### src/rtl/riscv.sv
// Shared RISC-V control-transfer record types used by the record buffer.
package riscv;

  localparam int unsigned XLEN = 32;

  typedef struct packed {
    logic [XLEN-2:0] pc;
    logic            v;
  } ctrsource_rv_t;

  typedef struct packed {
    logic [XLEN-2:0] pc;
    logic            misp;
  } ctrtarget_rv_t;

  typedef logic [3:0] ctr_type_t;

  typedef enum logic [1:0] {
    PRIV_LVL_U  = 2'b00,
    PRIV_LVL_S  = 2'b01,
    PRIV_LVL_HS = 2'b10,
    PRIV_LVL_M  = 2'b11
  } priv_lvl_t;

endpackage

### src/rtl/ctr_record_buffer.sv
// Control-transfer record buffer: filters emitted records, stores them in a
// circular buffer tagged with idle-cycle counts, and serves logical-index reads
// (index 0 = most recent record).
module ctr_record_buffer #(
  parameter int unsigned DEPTH = 16,
  parameter int unsigned CC_W  = 16
) (
  input  logic                  clk_i,
  input  logic                  rst_i,
  input  riscv::ctrsource_rv_t  emitter_source_i,
  input  riscv::ctrtarget_rv_t  emitter_target_i,
  input  riscv::ctr_type_t      emitter_data_i,
  input  logic [31:0]           emitter_instr_i,
  input  riscv::priv_lvl_t      priv_lvl_i,
  input  logic [2:0]            priv_en_i,
  input  logic [15:0]           type_mask_i,
  input  logic                  freeze_i,
  input  logic                  clear_i,
  input  logic [2:0]            depth_sel_i,
  input  logic                  rd_req_i,
  input  logic [7:0]            rd_idx_i,
  output logic                  rd_valid_o,
  output riscv::ctrsource_rv_t  rd_source_o,
  output riscv::ctrtarget_rv_t  rd_target_o,
  output riscv::ctr_type_t      rd_type_o,
  output logic                  rd_ccv_o,
  output logic [CC_W-1:0]       rd_cc_o,
  output logic [7:0]            wrptr_o
);

  localparam int unsigned PW  = $clog2(DEPTH);
  localparam int unsigned EDW = 12;

  typedef struct packed {
    riscv::ctrsource_rv_t  source;
    riscv::ctrtarget_rv_t  target;
    riscv::ctr_type_t      ctype;
    logic                  ccv;
    logic [CC_W-1:0]       cc;
  } entry_t;

  entry_t            mem_q [DEPTH];
  logic [DEPTH-1:0]  valid_q, valid_d;
  logic [PW-1:0]     wrptr_q, wrptr_d;
  logic [CC_W-1:0]   cnt_q, cnt_d;
  logic              started_q, started_d;
  logic              rd_valid_q;
  entry_t            rd_entry_q;

  logic [EDW-1:0]    ed_c;
  logic [PW-1:0]     mask_c;
  logic              priv_ok_c;
  logic              accept_c;
  logic [PW-1:0]     rd_p_c;
  logic              rd_hit_c;
  entry_t            wr_entry_c;

  // The instruction word is carried on the interface for a future trace mode.
  logic unused_instr_c;
  assign unused_instr_c = ^emitter_instr_i;

  // Effective depth and wrap mask from the depth selector.
  always_comb begin
    ed_c = EDW'(16) << depth_sel_i;
    if (ed_c > EDW'(DEPTH)) ed_c = EDW'(DEPTH);
    mask_c = PW'(ed_c - EDW'(1));
  end

  // Record filter: privilege enables (reserved level never passes) and type mask.
  always_comb begin
    priv_ok_c = 1'b0;
    case (priv_lvl_i)
      riscv::PRIV_LVL_U: priv_ok_c = priv_en_i[0];
      riscv::PRIV_LVL_S: priv_ok_c = priv_en_i[1];
      riscv::PRIV_LVL_M: priv_ok_c = priv_en_i[2];
      default:           priv_ok_c = 1'b0;
    endcase
    accept_c = emitter_source_i.v & ~freeze_i & ~clear_i & priv_ok_c
             & ~type_mask_i[emitter_data_i];
  end

  // Logical-to-physical read index, based on the pointer before any same-cycle write.
  always_comb begin
    rd_p_c   = (wrptr_q - PW'(1) - PW'(rd_idx_i)) & mask_c;
    rd_hit_c = (EDW'(rd_idx_i) < ed_c) && valid_q[rd_p_c];
  end

  // Next-state for pointer, valid bits and the idle-cycle counter.
  always_comb begin
    valid_d    = valid_q;
    wrptr_d    = wrptr_q & mask_c;
    cnt_d      = cnt_q;
    started_d  = started_q;
    wr_entry_c = '{source: emitter_source_i, target: emitter_target_i,
                   ctype: emitter_data_i, ccv: started_q, cc: cnt_q};
    if (clear_i) begin
      valid_d   = '0;
      wrptr_d   = '0;
      cnt_d     = '0;
      started_d = 1'b0;
    end else if (accept_c) begin
      valid_d[wrptr_q] = 1'b1;
      wrptr_d          = (wrptr_q + PW'(1)) & mask_c;
      cnt_d            = '0;
      started_d        = 1'b1;
    end else if (started_q && !freeze_i && (cnt_q != {CC_W{1'b1}})) begin
      cnt_d = cnt_q + CC_W'(1);
    end
  end

  // Control state registers.
  always_ff @(posedge clk_i or posedge rst_i) begin
    if (rst_i) begin
      valid_q   <= '0;
      wrptr_q   <= '0;
      cnt_q     <= '0;
      started_q <= 1'b0;
    end else begin
      valid_q   <= valid_d;
      wrptr_q   <= wrptr_d;
      cnt_q     <= cnt_d;
      started_q <= started_d;
    end
  end

  // Record storage; contents are qualified by the valid bits, so no reset.
  always_ff @(posedge clk_i) begin
    if (accept_c) mem_q[wrptr_q] <= wr_entry_c;
  end

  // Registered read port; data holds when no request is made.
  always_ff @(posedge clk_i or posedge rst_i) begin
    if (rst_i) begin
      rd_valid_q <= 1'b0;
      rd_entry_q <= '0;
    end else begin
      rd_valid_q <= rd_req_i;
      if (rd_req_i) rd_entry_q <= rd_hit_c ? mem_q[rd_p_c] : '0;
    end
  end

  assign rd_valid_o  = rd_valid_q;
  assign rd_source_o = rd_entry_q.source;
  assign rd_target_o = rd_entry_q.target;
  assign rd_type_o   = rd_entry_q.ctype;
  assign rd_ccv_o    = rd_entry_q.ccv;
  assign rd_cc_o     = rd_entry_q.cc;
  assign wrptr_o     = 8'(wrptr_q);

endmodule
### config.mk
export PLATFORM = sky130hd
export DESIGN_NAME = ctr_record_buffer
export DESIGN_NICKNAME = d
export VERILOG_FILES = /design/src/rtl/riscv.sv /design/src/rtl/ctr_record_buffer.sv
export SDC_FILE = /design/constraint.sdc
export NUM_CORES = 1
export LEC_CHECK = 0
export BUFFER_PORTS_ARGS = -buffer_cell sky130_fd_sc_hd__buf_2
export CORE_UTILIZATION = 40
export CTS_CLUSTER_DIAMETER = 80
export DETAILED_ROUTE_END_ITERATION = 12
export PLACE_DENSITY = 0.7
export SLEW_MARGIN = 10
export SYNTH_ARGS = -nofsm -noshare
export SYNTH_HDL_FRONTEND = slang
export SYNTH_SLANG_ARGS = --single-unit
### constraint.sdc
create_clock -name clk_i -period 10.2 [get_ports clk_i]
set_input_delay 0 -clock clk_i [delete_from_list [all_inputs] [get_ports clk_i]]
set_output_delay 0 -clock clk_i [all_outputs]
set_load 0.005 [all_outputs]
# After elaboration in Yosys (flattened, before gate mapping)
# Memories as Yosys holds them, arrays and structs flattened.
# Cells that the tools add are included.
[word_totals]
elab_cells = 67
reg_bits = 123
mem_count = 1
ramBits = 1360
output_inout_bits = 94
[classes]
order_cmp = 6
n_reduce_logical = 8
n_addsub = 5
shifts = 1
n_eq_ne = 3
n_bitwise = 11
n_mux = 20
[mem_list]
columns = ["memory", "words", "word_bits", "rd", "rd_clocked_by_memory_dff", "write_ports", "line_no", "text"]
rows = [
  ["mem_q", 16, 85, 1, 0, 1, "ctr_record_buffer.sv:42", "entry_t mem_q [DEPTH];"],
]
[op_table]
columns = ["op", "count"]
rows = [
  ["$mux 85", 1],
  ["$mux 16", 5],
  ["$add 16x1->16 const B", 1],
  ["$ne 16x16->1 const B", 1],
  ["$or 16x16->16", 1],
  ["$lt 4x5->1 const B", 3],
  ["$and 4x4->4", 3],
  ["$gt 12x5->1 const B", 1],
  ["$lt 8x12->1", 1],
  ["$mux 12", 1],
  ["$shl 5x3->12 const A", 1],
  ["$bmux 1 s4", 2],
  ["$mux 4", 2],
  ["$sub 4x1->4 const B", 2],
  ["$mux 1", 7],
  ["$add 4x1->4 const B", 1],
  ["$and 1x1->1", 4],
  ["$demux 1 s4", 1],
  ["$ge 4x1->1 const B", 1],
  ["$logic_and 1x1->1", 4],
  ["$sub 4x4->4", 1],
  ["$not 1->1", 3],
  ["$pmux 1 s3", 1],
  ["$reduce_bool 3->1", 1],
  ["5 further kinds", 5],
]

# Longest topological paths before layout
[logic_depth]
depth_word = 9
mapped_depth = 11

# Worst setup path after synthesis
# OpenSTA, ideal clock, no wires.
[synth_timing]
path_kind = "input to register"
from = "in emitter_data_i[1]"
to = "mem mem_q[11][0] (netlist name), enable pin"
setup_slack_ns = 0.178
cell_stages = 6
n_path_buf = 1
arrival_ns = 9.286
cell_sequence = "mux4_2 a22o_1 buf_4 a211oi_4 nand2_1 nor4_1"
[synth_between]
elab_chain_cells = 6
[synth_lines]
columns = ["element", "line_no", "text"]
rows = [
  ["from (decl)", "ctr_record_buffer.sv:12", "input riscv::ctr_type_t emitter_data_i,"],
  ["$bmux 1 s4", "ctr_record_buffer.sv:79", "& ~type_mask_i[emitter_data_i];"],
  ["$mux 1 (implied by the code)", "ctr_record_buffer.sv:79", ""],
  ["$not 1->1", "ctr_record_buffer.sv:79", ""],
  ["$and 1x1->1", "ctr_record_buffer.sv:79", ""],
  ["$mux 1", "ctr_record_buffer.sv:128", "if (accept_c) mem_q[wrptr_q] <= wr_entry_c;"],
  ["$mux 1 (implied by the code)", "ctr_record_buffer.sv:128", ""],
  ["to (decl)", "ctr_record_buffer.sv:42", ""],
]
# Every way passes these cells. The select of a mux whose other input is x is not followed.

# Worst setup path after layout
[layout_timing]
from = "reg wrptr_q[0]"
to = "reg rd_entry_q (netlist bit rd_target_o[20])"
[layout_between]
elab_chain_cells = 7
[layout_lines]
columns = ["element", "line_no", "text"]
rows = [
  ["from (decl)", "ctr_record_buffer.sv:44", "logic [PW-1:0] wrptr_q, wrptr_d;"],
  ["from (signal assigned)", "ctr_record_buffer.sv:120", "wrptr_q <= wrptr_d;"],
  ["$sub 4x1->4 (*)", "ctr_record_buffer.sv:84", "rd_p_c = (wrptr_q - PW'(1) - PW'(rd_idx_i)) & mask_c;"],
  ["$sub 4x4->4 (*)", "ctr_record_buffer.sv:84", ""],
  ["$and 4x4->4 (*)", "ctr_record_buffer.sv:84", ""],
  ["$bmux 1 s4", "ctr_record_buffer.sv:85", "rd_hit_c = (EDW'(rd_idx_i) < ed_c) && valid_q[rd_p_c];"],
  ["$mux 1 (implied by the code)", "ctr_record_buffer.sv:85", ""],
  ["$logic_and 1x1->1", "ctr_record_buffer.sv:85", ""],
  ["$mux 85 (*)", "ctr_record_buffer.sv:138", "if (rd_req_i) rd_entry_q <= rd_hit_c ? mem_q[rd_p_c] : '0;"],
  ["to (signal assigned)", "ctr_record_buffer.sv:138", ""],
  ["to (decl)", "ctr_record_buffer.sv:48", "entry_t rd_entry_q;"],
]
# Every way passes the cells marked *; elsewhere a longest branch is shown, timed or not. The select of a mux whose other input is x is not followed.
# A chain may end at the register's enable or synchronous reset.

==> impl_metrics.toml <==
[logic_synthesis]
synthFlopType = "edfxtp_1"
syn_inst = 2485
yosysSeqAreaShare = 0.775
syn_area_per_cell_um2 = 22.8
synth_seq_cells = 1483
synth.distinct_cells = 56
syn_area_um2 = 56600
async_reset_ff_frac = 0.0829
yosys_warnings = 0
synth-edff-count = 1360

[routing]
drt_iter0_drc = 2685
wirelength_um = 129000
ant_nets = 0
route.vias.total = 27306
dr.pass1.iters = 5
viasPerCell = 5.66
drt-wirelength-per-cell_um = 26.8
drcViolationCount = 0

[setup_path]
setup.worst_path.end_class = "flop"
critPathKind = "reg -> reg"
worst_ep_arrival_time_ns = 5.63
critPathLaunchType = "flop"
crit_fanout = 63
cp.required_ns = 10.80

[clocking]
numClockSinks = 1483
clock_path_buffers = 3
clkLatencyLatePin_ns = 0.76
clk_pin_slew_ns = 0.06
cts-resized-gates = 0
cts_buffers = 148
cts_tree = "built"
cts_setup_buffers = 0
cts_root_buf = "clkbuf_16"
htreeDepth = 4

[cells_and_area]
final_cell_mix = "edfxtp_1, mux4_2, buf_2"
area_growth_pct = 15.4
layout_commonest_cell = "edfxtp_1"
final_nets = 2968
drive_gt1_frac = 0.310

[global_route]
grt_pass1_vias = 28441
antenna_found_initial = 8
grt_pass1_wl_um = 190000
grt-ovfl-total = 0
track_usage = 0.183
grt_max_degree = 135

[placed_design]
gp_congestion = 0.710
io_buffers = 191
hpwlAfterDp_um = 65000

[sta]
post-route-period-util = 0.493
fmax_mhz = 199
finalHoldViolCount = 0
fin_setup_tns_ns = 0
slew_viol_final = 0
setup_viol = 0
fin_crit_ns = 5.03
rsz0062_at_grt = "no"
worst_pin_slew_ns = 1.23
skew_ns = 0.0225
relSlewSlack = 0.178

[pwr]
leakage_nw = 21.6
vdd_drop_max_uv = 167
power_density_nw_per_um2 = 191
finalPower_mw = 12.5

[run_status]
status = "complete, no violations"

[floorplan]
placementRows = 137
die_area_um2 = 143000
die_h_um = 378
pin_count = 231
die_x_um = 378
start_util = 0.404
core-area_um2 = 140000

[min_path]
hold_path_class = "in -> reg"

[run]
maxCapViolations = 0
## kinds of logic after synthesis
family | share of synthesized area
AO/OA/AOI/OAI | 0.0271
XOR/XNOR | 0.00245
adder cells (fa/ha/maj) | 0.00234
buffers and inverters | 0.0127
flip-flops | 0.775
multiplexers | 0.171
other | 0.000133
AND/OR/NAND/NOR | 0.00870
## synthesized netlist by cell type, types with 2 or more instances
library cell / instances / area [um^2]
o21a_1: 9 / 67.6
a41oi_1: 2 / 17.5
mux2i_1: 91 / 911
nand3_1: 4 / 20.0
clkbuf_1: 60 / 225
nand2b_1: 4 / 25.0
o21ai_1: 86 / 430
buf_2: 53 / 265
buf_1: 11 / 41.3
a22o_1: 3 / 26.3
and4_1: 3 / 26.3
mux2_2: 86 / 968
a21o_1: 6 / 45.0
nor3_1: 6 / 30.0
edfxtp_1: 1360 / 40800
nor3b_1: 2 / 15.0
nor4_1: 2 / 12.5
conb_1: 2 / 7.51
nor4_2: 9 / 113
inv_1: 11 / 41.3
nor2_1: 20 / 75.1
dfrtp_1: 123 / 3080
o211ai_1: 2 / 15.0
nand4_1: 2 / 12.5
a32oi_1: 85 / 744
or3_1: 2 / 12.5
a21oi_1: 7 / 35.0
nand2_1: 15 / 56.3
nor2b_1: 3 / 18.8
a211oi_1: 4 / 30.0
buf_4: 18 / 135
ha_1: 9 / 113
mux4_2: 347 / 7820
xnor2_1: 13 / 114
nor3_2: 3 / 30.0
o31ai_1: 2 / 15.0
## metal layers
metal / part of all wire / global-route usage / vias to the layer above / wire length, um
met3: 0.077 / 0.0428 / 194 / 10000
met2: 0.48 / 0.290 / 1081 / 61800
li1: - / - / 11251 / -
met1: 0.43 / 0.257 / 14768 / 55100
met5: 0.00055 / 0 / - / 71
met4: 0.019 / 0.0445 / 12 / 2510
## where the power goes
part | switching [mW] | internal [mW]
logic | 0.362 | 0.333
registers | 0.00419 | 6.63
clock network | 2.22 | 2.93
## cell type report
| cell class | instances | area (um^2) |
|---|---|---|
| Multi-Input combinational cell | 851 | 12200 |
| Inverter | 11 | 48.8 |
| Sequential cell | 1483 | 43900 |
| Clock buffer | 231 | 4290 |
| Tap cell | 1876 | 2350 |
| Clock inverter | 44 | 333 |
| Antenna cell | 3 | 7.51 |
| Fill cell | 11482 | 74700 |
| Timing Repair Buffer | 326 | 2230 |
## critical path, stage by stage, from the launching register on
cell and delay, ns:
dfrtp_1 0.49, ha_4 0.22, fa_4 1.46, buf_4 0.78, buf_4 0.80, mux4_2 0.43
mux2_2 0.28, a32oi_1 0.20, o21ai_1 0.09
## registers in the layout, summed over array words and instances (netlist names)
| register | count |
|---|---|
| cnt_q | 16 |
| rd_cc_o | 16 |
| started_q | 1 |
| valid_q | 16 |
| wrptr_q | 4 |
| rd_source_o | 32 |
| rd_valid_o | 1 |
| rd_target_o | 32 |
| rd_ccv_o | 1 |
| mem_q | 1360 |
| rd_type_o | 4 |
## metrics by stage
| step | cell area, um^2 | hold WS (ns) | std cells | setup WS [ns] | util |
|---|---|---|---|---|---|
| global route | 65300 | 0.115 | 4822 | 4.98 | 0.467 |
| CTS | 65300 | 0.0332 | 4822 | 5.13 | 0.467 |
| floorplan | 56600 | 0.0314 | 2488 | 0.178 | - |
| detailed placement | 59900 | 0.209 | 4466 | 5.03 | 0.428 |
| finish | 65400 | 0.0892 | 4825 | 5.17 | 0.467 |
| global placement | 59900 | 0.210 | 4465 | 5.03 | 0.428 |
## final timing paths
path	from	endpoint	slack, ns	depth (start not counted)
hold / removal	rd_idx_i[5]	rd_target_o[0]	0.09	5
max in group asynchronous	rst_i	cnt_q[8]	8.07	5
min in group asynchronous	rst_i	rd_source_o[21]	0.55	4
setup / recovery	wrptr_q[0]	rd_target_o[20]	5.17	8
hold reg to reg	valid_q[10]	valid_q[10]	0.48	1
setup reg to reg	wrptr_q[0]	rd_target_o[20]	5.17	8
## what timing repair did
action                                   CTS  global route
endpoints found under the hold margin   1181             0
hold buffers                              81             0
endpoints found under the setup margin     0             0
(Power assumes the default switching activity.)
